`src/rtl/lsu_pkg.sv`:
```
// Shared definitions for the load/store unit.
// Holds the RISC-V funct3 size/sign codes, the response cause codes and the
// control FSM state encoding used by mem_lsu and lsu_align.
package lsu_pkg;

    // funct3 size/sign codes as carried on req_funct3
    localparam logic [2:0] LSU_B  = 3'b000;
    localparam logic [2:0] LSU_H  = 3'b001;
    localparam logic [2:0] LSU_W  = 3'b010;
    localparam logic [2:0] LSU_D  = 3'b011;
    localparam logic [2:0] LSU_BU = 3'b100;
    localparam logic [2:0] LSU_HU = 3'b101;
    localparam logic [2:0] LSU_WU = 3'b110;

    // resp_cause encodings
    localparam logic [1:0] CAUSE_NONE     = 2'd0;
    localparam logic [1:0] CAUSE_MISALIGN = 2'd1;
    localparam logic [1:0] CAUSE_TIMEOUT  = 2'd2;
    localparam logic [1:0] CAUSE_ILLEGAL  = 2'd3;

    // control FSM states
    typedef enum logic [1:0] {
        ST_IDLE = 2'd0,
        ST_MEM  = 2'd1,
        ST_RESP = 2'd2
    } lsu_state_t;

endpackage

```
`src/rtl/lsu_align.sv`:
```
// Combinational lane logic for the load/store unit.
// Ports:
//   funct3    - size/sign code of the access
//   offset    - byte offset of the access inside the memory word
//   we        - 1 for a store, 0 for a load
//   wdata     - right-aligned store data from the core
//   rdata     - full word returned by memory
//   illegal   - funct3 not allowed for this direction / XLEN
//   misalign  - access crosses its natural alignment
//   wstrb     - byte enables (all ones for loads)
//   wdata_rep - store data replicated across every lane of its size
//   rdata_ext - lane at offset, sign- or zero-extended to XLEN
module lsu_align
    import lsu_pkg::*;
#(
    parameter int XLEN = 32
) (
    input  logic [2:0]                 funct3,
    input  logic [$clog2(XLEN/8)-1:0]  offset,
    input  logic                       we,
    input  logic [XLEN-1:0]            wdata,
    input  logic [XLEN-1:0]            rdata,
    output logic                       illegal,
    output logic                       misalign,
    output logic [XLEN/8-1:0]          wstrb,
    output logic [XLEN-1:0]            wdata_rep,
    output logic [XLEN-1:0]            rdata_ext
);

    localparam int NB = XLEN / 8;

    logic [XLEN-1:0] shifted;

    // Legality and alignment checks; illegal codes are flagged regardless of
    // the address so the caller can give them priority.
    always_comb begin
        illegal = 1'b0;
        if (funct3 == 3'b111) begin
            illegal = 1'b1;
        end
        if (we && funct3[2]) begin
            illegal = 1'b1;
        end
        if ((XLEN == 32) && ((funct3 == LSU_D) || (funct3 == LSU_WU))) begin
            illegal = 1'b1;
        end

        misalign = 1'b0;
        case (funct3)
            LSU_H, LSU_HU: misalign = offset[0];
            LSU_W, LSU_WU: misalign = (offset[1:0] != 2'b00);
            LSU_D:         misalign = (offset != '0);
            default:       misalign = 1'b0;
        endcase
    end

    // Store lane placement: data is replicated so that the strobe alone
    // selects the destination bytes.
    always_comb begin
        wstrb     = '1;
        wdata_rep = wdata;
        if (we) begin
            case (funct3)
                LSU_B: begin
                    wstrb     = NB'(1) << offset;
                    wdata_rep = {NB{wdata[7:0]}};
                end
                LSU_H: begin
                    wstrb     = NB'(2'b11) << offset;
                    wdata_rep = {(NB/2){wdata[15:0]}};
                end
                LSU_W: begin
                    wstrb     = NB'(4'hF) << offset;
                    wdata_rep = {(NB/4){wdata[31:0]}};
                end
                default: begin
                    wstrb     = '1;
                    wdata_rep = wdata;
                end
            endcase
        end
    end

    // Load lane extraction: bring the addressed lane down to bit 0, then
    // extend according to the signedness encoded in funct3[2].
    always_comb begin
        shifted = rdata >> {offset, 3'b000};
        case (funct3)
            LSU_B:   rdata_ext = XLEN'(signed'(shifted[7:0]));
            LSU_H:   rdata_ext = XLEN'(signed'(shifted[15:0]));
            LSU_W:   rdata_ext = XLEN'(signed'(shifted[31:0]));
            LSU_BU:  rdata_ext = XLEN'(shifted[7:0]);
            LSU_HU:  rdata_ext = XLEN'(shifted[15:0]);
            LSU_WU:  rdata_ext = XLEN'(shifted[31:0]);
            LSU_D:   rdata_ext = shifted;
            default: rdata_ext = '0;
        endcase
    end

endmodule

```
`src/rtl/mem_lsu.sv`:
```
// Load/store unit between the core control FSM and a valid/ready memory port.
// Adds wait-state tolerance, byte-strobe stores, load extension, alignment
// and funct3 checking, and a watchdog on the memory handshake.
// Ports:
//   clk, reset                     - clock, synchronous active-high reset
//   req_valid/req_ready            - core request handshake
//   req_we, req_funct3, req_addr,
//   req_wdata                      - request attributes
//   resp_valid, resp_rdata,
//   resp_err, resp_cause           - one-cycle response strobe and payload
//   mem_valid/mem_ready            - memory handshake
//   mem_we, mem_addr, mem_wdata,
//   mem_wstrb, mem_rdata           - memory request payload and read data
module mem_lsu
    import lsu_pkg::*;
#(
    parameter int XLEN    = 32,
    parameter int ADDR_W  = 32,
    parameter int TIMEOUT = 16
) (
    input  logic                clk,
    input  logic                reset,
    input  logic                req_valid,
    output logic                req_ready,
    input  logic                req_we,
    input  logic [2:0]          req_funct3,
    input  logic [ADDR_W-1:0]   req_addr,
    input  logic [XLEN-1:0]     req_wdata,
    output logic                resp_valid,
    output logic [XLEN-1:0]     resp_rdata,
    output logic                resp_err,
    output logic [1:0]          resp_cause,
    output logic                mem_valid,
    input  logic                mem_ready,
    output logic                mem_we,
    output logic [ADDR_W-1:0]   mem_addr,
    output logic [XLEN-1:0]     mem_wdata,
    output logic [XLEN/8-1:0]   mem_wstrb,
    input  logic [XLEN-1:0]     mem_rdata
);

    localparam int NB    = XLEN / 8;
    localparam int OFF_W = $clog2(NB);

    lsu_state_t        state;
    logic              we_q;
    logic [2:0]        funct3_q;
    logic [OFF_W-1:0]  offset_q;
    logic [7:0]        wait_cnt;

    logic [2:0]        sel_funct3;
    logic [OFF_W-1:0]  sel_offset;
    logic              sel_we;
    logic              illegal;
    logic              misalign;
    logic [NB-1:0]     wstrb;
    logic [XLEN-1:0]   wdata_rep;
    logic [XLEN-1:0]   rdata_ext;

    // One lane unit is shared: in IDLE it checks the incoming request, in
    // MEM it extracts the load lane using the latched attributes.
    always_comb begin
        sel_funct3 = (state == ST_IDLE) ? req_funct3 : funct3_q;
        sel_offset = (state == ST_IDLE) ? req_addr[OFF_W-1:0] : offset_q;
        sel_we     = (state == ST_IDLE) ? req_we : we_q;
    end

    lsu_align #(
        .XLEN (XLEN)
    ) u_align (
        .funct3    (sel_funct3),
        .offset    (sel_offset),
        .we        (sel_we),
        .wdata     (req_wdata),
        .rdata     (mem_rdata),
        .illegal   (illegal),
        .misalign  (misalign),
        .wstrb     (wstrb),
        .wdata_rep (wdata_rep),
        .rdata_ext (rdata_ext)
    );

    // Control FSM with every output registered. resp_valid defaults low so
    // the response is a single-cycle strobe. The wait counter only moves in
    // MEM; mem_ready wins over the timeout on the final allowed cycle.
    always_ff @(posedge clk) begin
        if (reset) begin
            state      <= ST_IDLE;
            req_ready  <= 1'b0;
            resp_valid <= 1'b0;
            resp_rdata <= '0;
            resp_err   <= 1'b0;
            resp_cause <= CAUSE_NONE;
            mem_valid  <= 1'b0;
            mem_we     <= 1'b0;
            mem_addr   <= '0;
            mem_wdata  <= '0;
            mem_wstrb  <= '0;
            we_q       <= 1'b0;
            funct3_q   <= '0;
            offset_q   <= '0;
            wait_cnt   <= '0;
        end else begin
            resp_valid <= 1'b0;
            case (state)
                ST_IDLE: begin
                    req_ready <= 1'b1;
                    if (req_valid && req_ready) begin
                        req_ready <= 1'b0;
                        we_q      <= req_we;
                        funct3_q  <= req_funct3;
                        offset_q  <= req_addr[OFF_W-1:0];
                        if (illegal) begin
                            state      <= ST_RESP;
                            resp_valid <= 1'b1;
                            resp_err   <= 1'b1;
                            resp_cause <= CAUSE_ILLEGAL;
                            resp_rdata <= '0;
                        end else if (misalign) begin
                            state      <= ST_RESP;
                            resp_valid <= 1'b1;
                            resp_err   <= 1'b1;
                            resp_cause <= CAUSE_MISALIGN;
                            resp_rdata <= '0;
                        end else begin
                            state     <= ST_MEM;
                            mem_valid <= 1'b1;
                            mem_we    <= req_we;
                            mem_addr  <= {req_addr[ADDR_W-1:OFF_W], {OFF_W{1'b0}}};
                            mem_wdata <= wdata_rep;
                            mem_wstrb <= wstrb;
                            wait_cnt  <= '0;
                        end
                    end
                end
                ST_MEM: begin
                    if (mem_ready) begin
                        state      <= ST_RESP;
                        mem_valid  <= 1'b0;
                        resp_valid <= 1'b1;
                        resp_err   <= 1'b0;
                        resp_cause <= CAUSE_NONE;
                        resp_rdata <= we_q ? '0 : rdata_ext;
                    end else if (wait_cnt == 8'(TIMEOUT - 1)) begin
                        state      <= ST_RESP;
                        mem_valid  <= 1'b0;
                        resp_valid <= 1'b1;
                        resp_err   <= 1'b1;
                        resp_cause <= CAUSE_TIMEOUT;
                        resp_rdata <= '0;
                    end else begin
                        wait_cnt <= wait_cnt + 8'd1;
                    end
                end
                ST_RESP: begin
                    state      <= ST_IDLE;
                    req_ready  <= 1'b1;
                    resp_err   <= 1'b0;
                    resp_cause <= CAUSE_NONE;
                    resp_rdata <= '0;
                end
                default: begin
                    state     <= ST_IDLE;
                    req_ready <= 1'b0;
                    mem_valid <= 1'b0;
                end
            endcase
        end
    end

endmodule

```
`config.mk`:
```
export PLATFORM = sky130hd
export DESIGN_NAME = mem_lsu
export DESIGN_NICKNAME = d
export VERILOG_FILES = /design/src/rtl/lsu_pkg.sv /design/src/rtl/lsu_align.sv /design/src/rtl/mem_lsu.sv
export SDC_FILE = /design/constraint.sdc
export NUM_CORES = 1
export LEC_CHECK = 0
export ABC_AREA = 0
export CORE_ASPECT_RATIO = 2
export CORE_MARGIN = 3
export CORE_UTILIZATION = 44
export CTS_BUF_LIST = sky130_fd_sc_hd__clkbuf_16
export DETAILED_ROUTE_END_ITERATION = 8
export GPL_ROUTABILITY_DRIVEN = 0
export HOLD_SLACK_MARGIN = 0.03
export PLACE_DENSITY = 0.92
export SETUP_SLACK_MARGIN = 0.4
export SKIP_LAST_GASP = 1
export SYNTH_ARGS = -nofsm -noshare
export SYNTH_HDL_FRONTEND = slang
export SYNTH_SLANG_ARGS = --single-unit
```
`constraint.sdc`:
```
create_clock -name clk -period 2.6 [get_ports clk]
set_input_delay 0.26 -clock clk [delete_from_list [all_inputs] [get_ports clk]]
set_output_delay 0.26 -clock clk [all_outputs]
set_load 0.01 [all_outputs]
```
== After elaboration in Yosys (flattened, before gate mapping) ==
Cells that the tools add are included.

* Flip-flop bits (word level): 121
* Bits of input ports: 104
* Word-level logic and storage cells: 112

* Add/subtract/negate cells: 1
* Shifts and indexed selects: 4
* Muxes and demuxes: 56
* Bitwise logic cells: 3
* Equality and inequality tests: 17
* Reduce and logical (&&, ||, !) cells: 16

{| class="wikitable"
|+ Operator list
! kind !! count
|-
| 32-bit two-way mux || 7
|-
| 32-bit case mux with 5 select lines || 1
|-
| 32-bit case mux with 3 select lines || 1
|-
| 32-bit case mux with 2 select lines || 1
|-
| 8-bit two-way mux || 5
|-
| 32-bit by 5-bit right shift with 32-bit output || 1
|-
| 1-bit two-way mux || 20
|-
| 2-bit two-way mux || 10
|-
| 8-bit case mux with 2 select lines || 1
|-
| 3-bit == test, second input constant || 4
|-
| 4-bit case mux with 3 select lines || 1
|-
| 1-bit case mux with 3 select lines || 3
|-
| 8-bit by 1-bit adder with 8-bit output, second input constant || 1
|-
| 8-bit by 4-bit == test with 1-bit output, second input constant || 1
|-
| 2-bit != test, second input constant || 4
|-
| 4-bit AND reduction || 2
|-
| 3-bit by 2-bit == test with 1-bit output, second input constant || 2
|-
| 3-bit != test, second input constant || 2
|-
| 2-bit case mux with 3 select lines || 1
|-
| 6-bit AND reduction || 1
|-
| 5-bit AND reduction || 1
|-
| 4-bit two-way mux || 1
|-
| 1-bit case mux with 2 select lines || 2
|-
| 2-bit case mux with 2 select lines || 1
|-
| other kinds (18) || 23
|}

== Depth between registers and ports, before layout ==
* Depth after elaboration: 9
* Gate-level depth with buffers: 12
* Depth with buffers taken out: 8

== Hierarchy ==
From an unflattened synthesis, not the netlist that was laid out.

* Cells, all modules: 754
* Area, all modules: 6192.2 um^2

{| class="wikitable"
|+ Modules (own cells, without submodules)
! module !! cells an instance !! area an instance (um^2) !! seq. area each (um^2) !! instances
|-
| mem_lsu || 574 || 4790.8 || 2422.3 || 1
|-
| lsu_align || 180 || 1401.3 || 0.0 || 1
|}

== Worst setup path before layout ==
OpenSTA, ideal clock, no wires.

* Path type: reg2reg
* Start: register state[0]
* End: register resp_rdata[22]
* Arrival time: 2.225 ns
* Path slack: 0.258 ns
* Setup time: 0.117 ns
* Clock period less this slack: 2.342 ns
* Buffers on the path: 2
* Stages on the path, launching flop included: 11
* Cells stage by stage: dfxtp_1 > inv_1 > ha_1 > buf_2 > mux2i_2 > mux2i_1 > o2bb2ai_1 > a22oi_2 > buf_4 > o21ai_0 > a22o_1

* Word-level cells in the longest chain between the ends: 9
* Elaborated cells on any way between the ends: 35

{| class="wikitable"
|+ Ends and longest elaborated chain
! what !! line !! source
|-
| from (decl) || mem_lsu.sv:45 || <nowiki>lsu_state_t state;</nowiki>
|-
| from (signal assigned) || mem_lsu.sv:88 || <nowiki>state <= ST_IDLE;</nowiki>
|-
| from (signal assigned) || mem_lsu.sv:114 || <nowiki>state <= ST_RESP;</nowiki>
|-
| from (signal assigned) || mem_lsu.sv:120 || <nowiki>state <= ST_RESP;</nowiki>
|-
| branches (longest 9 deep; another with 32-bit by 5-bit right shift with 32-bit output) || -- ||
|-
| to (signal assigned) || mem_lsu.sv:143 || <nowiki>resp_rdata <= we_q ? '0 : rdata_ext;</nowiki>
|-
| to (decl) || mem_lsu.sv:30 || <nowiki>output logic [XLEN-1:0] resp_rdata,</nowiki>
|}

Parallel ways; which one is timed is not known. The select of a mux whose other input is x is not followed.
A chain may end at the register's enable or synchronous reset.

== Worst setup path after layout ==
* Start: register state[0]
* End: register resp_rdata[9]

The elaborated chain is that of the path after synthesis.

==> results.ini <==
[sta]
final-setup-viol-count=0
relSlewSlack_pct=50.6
fin_setup_tns_ns=0
final_hold_viol_count=0
hold_slack_ns=0.383
skew_ns=0.0107
finalCriticalPeriod_ns=2.38
worst_slew_pin_slew_ns=0.741
timing.fmax_ghz=0.420
drv_slew=0
rsz0062_at_grt=true
post-route-period-util_pct=91.5

[grt]
grt_max_degree=56
grt_pass1_wl_um=31300
grt_usage_pct=28.1
first_global_vias=6222
grt_overflow_total=0
antenna_found_initial=0

[worst_hold_path]
min_from=reset
min_path_type=in2reg

[cts]
cts_buffer_depth=2
clock_latency_ns=0.41
cts_htree_levels=4
cts_num_sinks=121
clk_pin_slew_ns=0.06
cts_buffers=17
cts_tree=done
ctsRootBufferMaster=clkbuf_16

[logic_synthesis]
ys_ff_latch=121
yosys-top-cells-area=dfxtp_1, nand2_1, a21oi_1
postSynthAreaPerCell_um2=8.17
yosysUniqueCellTypes=50
yosys.area_share.simple_pct=20.4
synth_edf_count=0
yosysTopAreaCell=dfxtp_1
ys_warn_count=0
synth-compound-area-share_pct=22.3
synthAdderAreaFrac_pct=1.12
synth.mux.area_fraction_pct=6.89
synth_xor_area_share_pct=0.785
synth_top_area_share_pct=43.4
synthArstFlopShare_pct=0
yosysSeqAreaShare_pct=43.4
synth_common_cells=nand2_1, dfxtp_1, a21oi_1
syn_inst=682
syn-cell-area_mm2=0.00558
yosysMostFrequentCell=nand2_1
synth_ff_type=dfxtp_1
synth_top_family_by_area=compound AO/OA/AOI/OAI gates

[cells_and_area]
num_antenna_cells=0
regArea_mm2=0.00243
multi_input_area_mm2=0.00319
fin_nets=1034
area_growth_pct=66.5
final_area_mm2=0.00928
post_route_cells_drive_above_1_share_pct=16.7
fillers=774

[critical_path]
arrival_ns=2.71
critPathBufInv=2
critical_path.slowest_cell=and2_1
criticalPathCategory=reg2reg
crit_end=resp_rdata[9]
worstRegToRegCells=9
path_cells=inv_2, ha_4, buf_4, mux2i_4, nor2_1, o22ai_2, and2_1, a21oi_1, o2bb2ai_1
crit_path_end_kind=flop
reg2reg_to=resp_rdata[9]
cp_max_fo=8
start_kind=flop
required_ns=2.93
r2r-start=state[0]
path_depth=9
crit_start=state[0]
critPathMaxStageDelay_ns=0.38
reg2reg_setup_slack_ns=0.22
cp_top_family=compound AO/OA/AOI/OAI gates

[floorplan]
dieHeight_um=165
rows=57
io_pins=211
start_util_pct=45.5
die_w_um=85.6
fp.coreArea_mm2=0.0123
die_area_mm2=0.0141

[detailed_routing]
finalWirelength_um=23600
drc=0
firstDrtPassIters=8
initialDrtViolationCount=393
vias=6592
vias_per_cell=6.08
ant_nets=0
wire_per_inst_um=21.8

[pwr]
p_switching_mw=3.40
clock_power_share_pct=27.7
seqPwrFrac_pct=24.7
ir_drop_mv=0.772
power.total_mw=9.10
p_comb_share_pct=47.5
leakage_nw=3.48
swShare_pct=37.4
p_int_mw=5.69
p_per_area_mw_per_mm2=980

[placed_design]
placed_area_mm2=0.00788
dp_hpwl_um=13600
portBuffers=208

[status]
status=completed

[job]
max-cap-violations=0

-- worst min path at each step --
stage / end / slack, ns / depth (start not counted)
CTS: resp_rdata[0] / 0.37 / 2
global route: mem_addr[10] / 0.39 / 3
floorplan: we_q / 0.40 / 2
detailed placement: mem_wdata[14] / 0.44 / 2
finish: resp_rdata[0] / 0.38 / 2
global placement: mem_wdata[10] / 0.44 / 2
-- what timing repair did --
item / CTS / global route
gates resized for setup: 27 / 59
buffers inserted: 17 / 8
gates cloned: 4 / 7
hold buffers: 0 / 0
pin swaps: 8 / 38
setup endpoints to repair: 105 / 111
-- state kept, by name, summed over array words and instances, names as in the netlist --
signal      flops
mem_valid       1
resp_err        1
funct3_q        3
mem_wdata      32
we_q            1
mem_we          1
resp_cause      2
req_ready       1
resp_rdata     32
offset_q        2
state           2
resp_valid      1
mem_addr       30
wait_cnt        8
mem_wstrb       4
-- stage by stage --
stage | util, % | setup slack [ns] | instances
final | 75.7 | 0.220 | 1085
after global routing | 75.7 | 0.141 | 1085
after global placement | 64.3 | 0.260 | 1017
after CTS | 72.0 | 0.360 | 1070
after detailed placement | 64.3 | 0.166 | 1017
after floorplan | - | 0.395 | 683
-- final cells by class --
type                    count  area share, %
inverters                   5          0.229
multi-input cells         509           34.4
clock inverters            15           2.17
repair buffers            271           30.5
flip-flops and latches    121           26.2
clock buffers              17           4.58
well taps                 147           1.98
-- cells in the final DEF, fill, tap and decap left out, types with 11 or more instances in the layout --
cell type,instances
buf_4,34
dfxtp_1,117
clkbuf_16,22
mux2i_1,25
a21oi_1,78
a211oi_1,11
nand3_1,15
nand2_1,177
a22o_1,23
o21ai_0,19
clkdlybuf4s50_1,207
buf_6,15
nor2_1,36
o211ai_1,16
-- power by group through the flow --
stage                     clock [mW]  sequential [mW]  combinational, mW
after floorplan                    0             2.33               1.88
after global placement             0             2.25               3.06
after detailed placement           0             2.26               3.14
after CTS                       2.51             2.22               3.59
after global routing            2.62             2.27               4.54
final                           2.52             2.25               4.32
-- worst register-to-register path, delay by kind of cell (launching register included) --
kind	cells	cell delay, ns
AOI/OAI and AO/OA	3	0.65
adders and majority gates	1	0.23
buffers and inverters	2	0.31
DFF	1	0.33
muxes	1	0.29
and+or+nand+nor	2	0.50
-- kinds of logic (layout without fill, tap and decap cells) --
kind of cell               after synthesis  in the layout
and+or+nand+nor                        269            269
other                                    1              2
xor gates and xnor gates                 5              5
buffers and inverters                   53            308
adders and majority gates                5              5
muxes                                   37             37
AOI/OAI and AO/OA                      191            191
DFF                                    121            121
-- routing by layer --
layer  vias to the layer above  track usage, %  wire, um  share of wire (%)
li1                       2885               -         -                  -
met1                      3097            27.8      7490                 32
met2                       477            52.8     12900                 55
met3                       133            4.57      1590                6.7
met4                         0            18.0      1640                7.0
met5                         -               0         0                  0
Power figures use the tool's default switching activity.
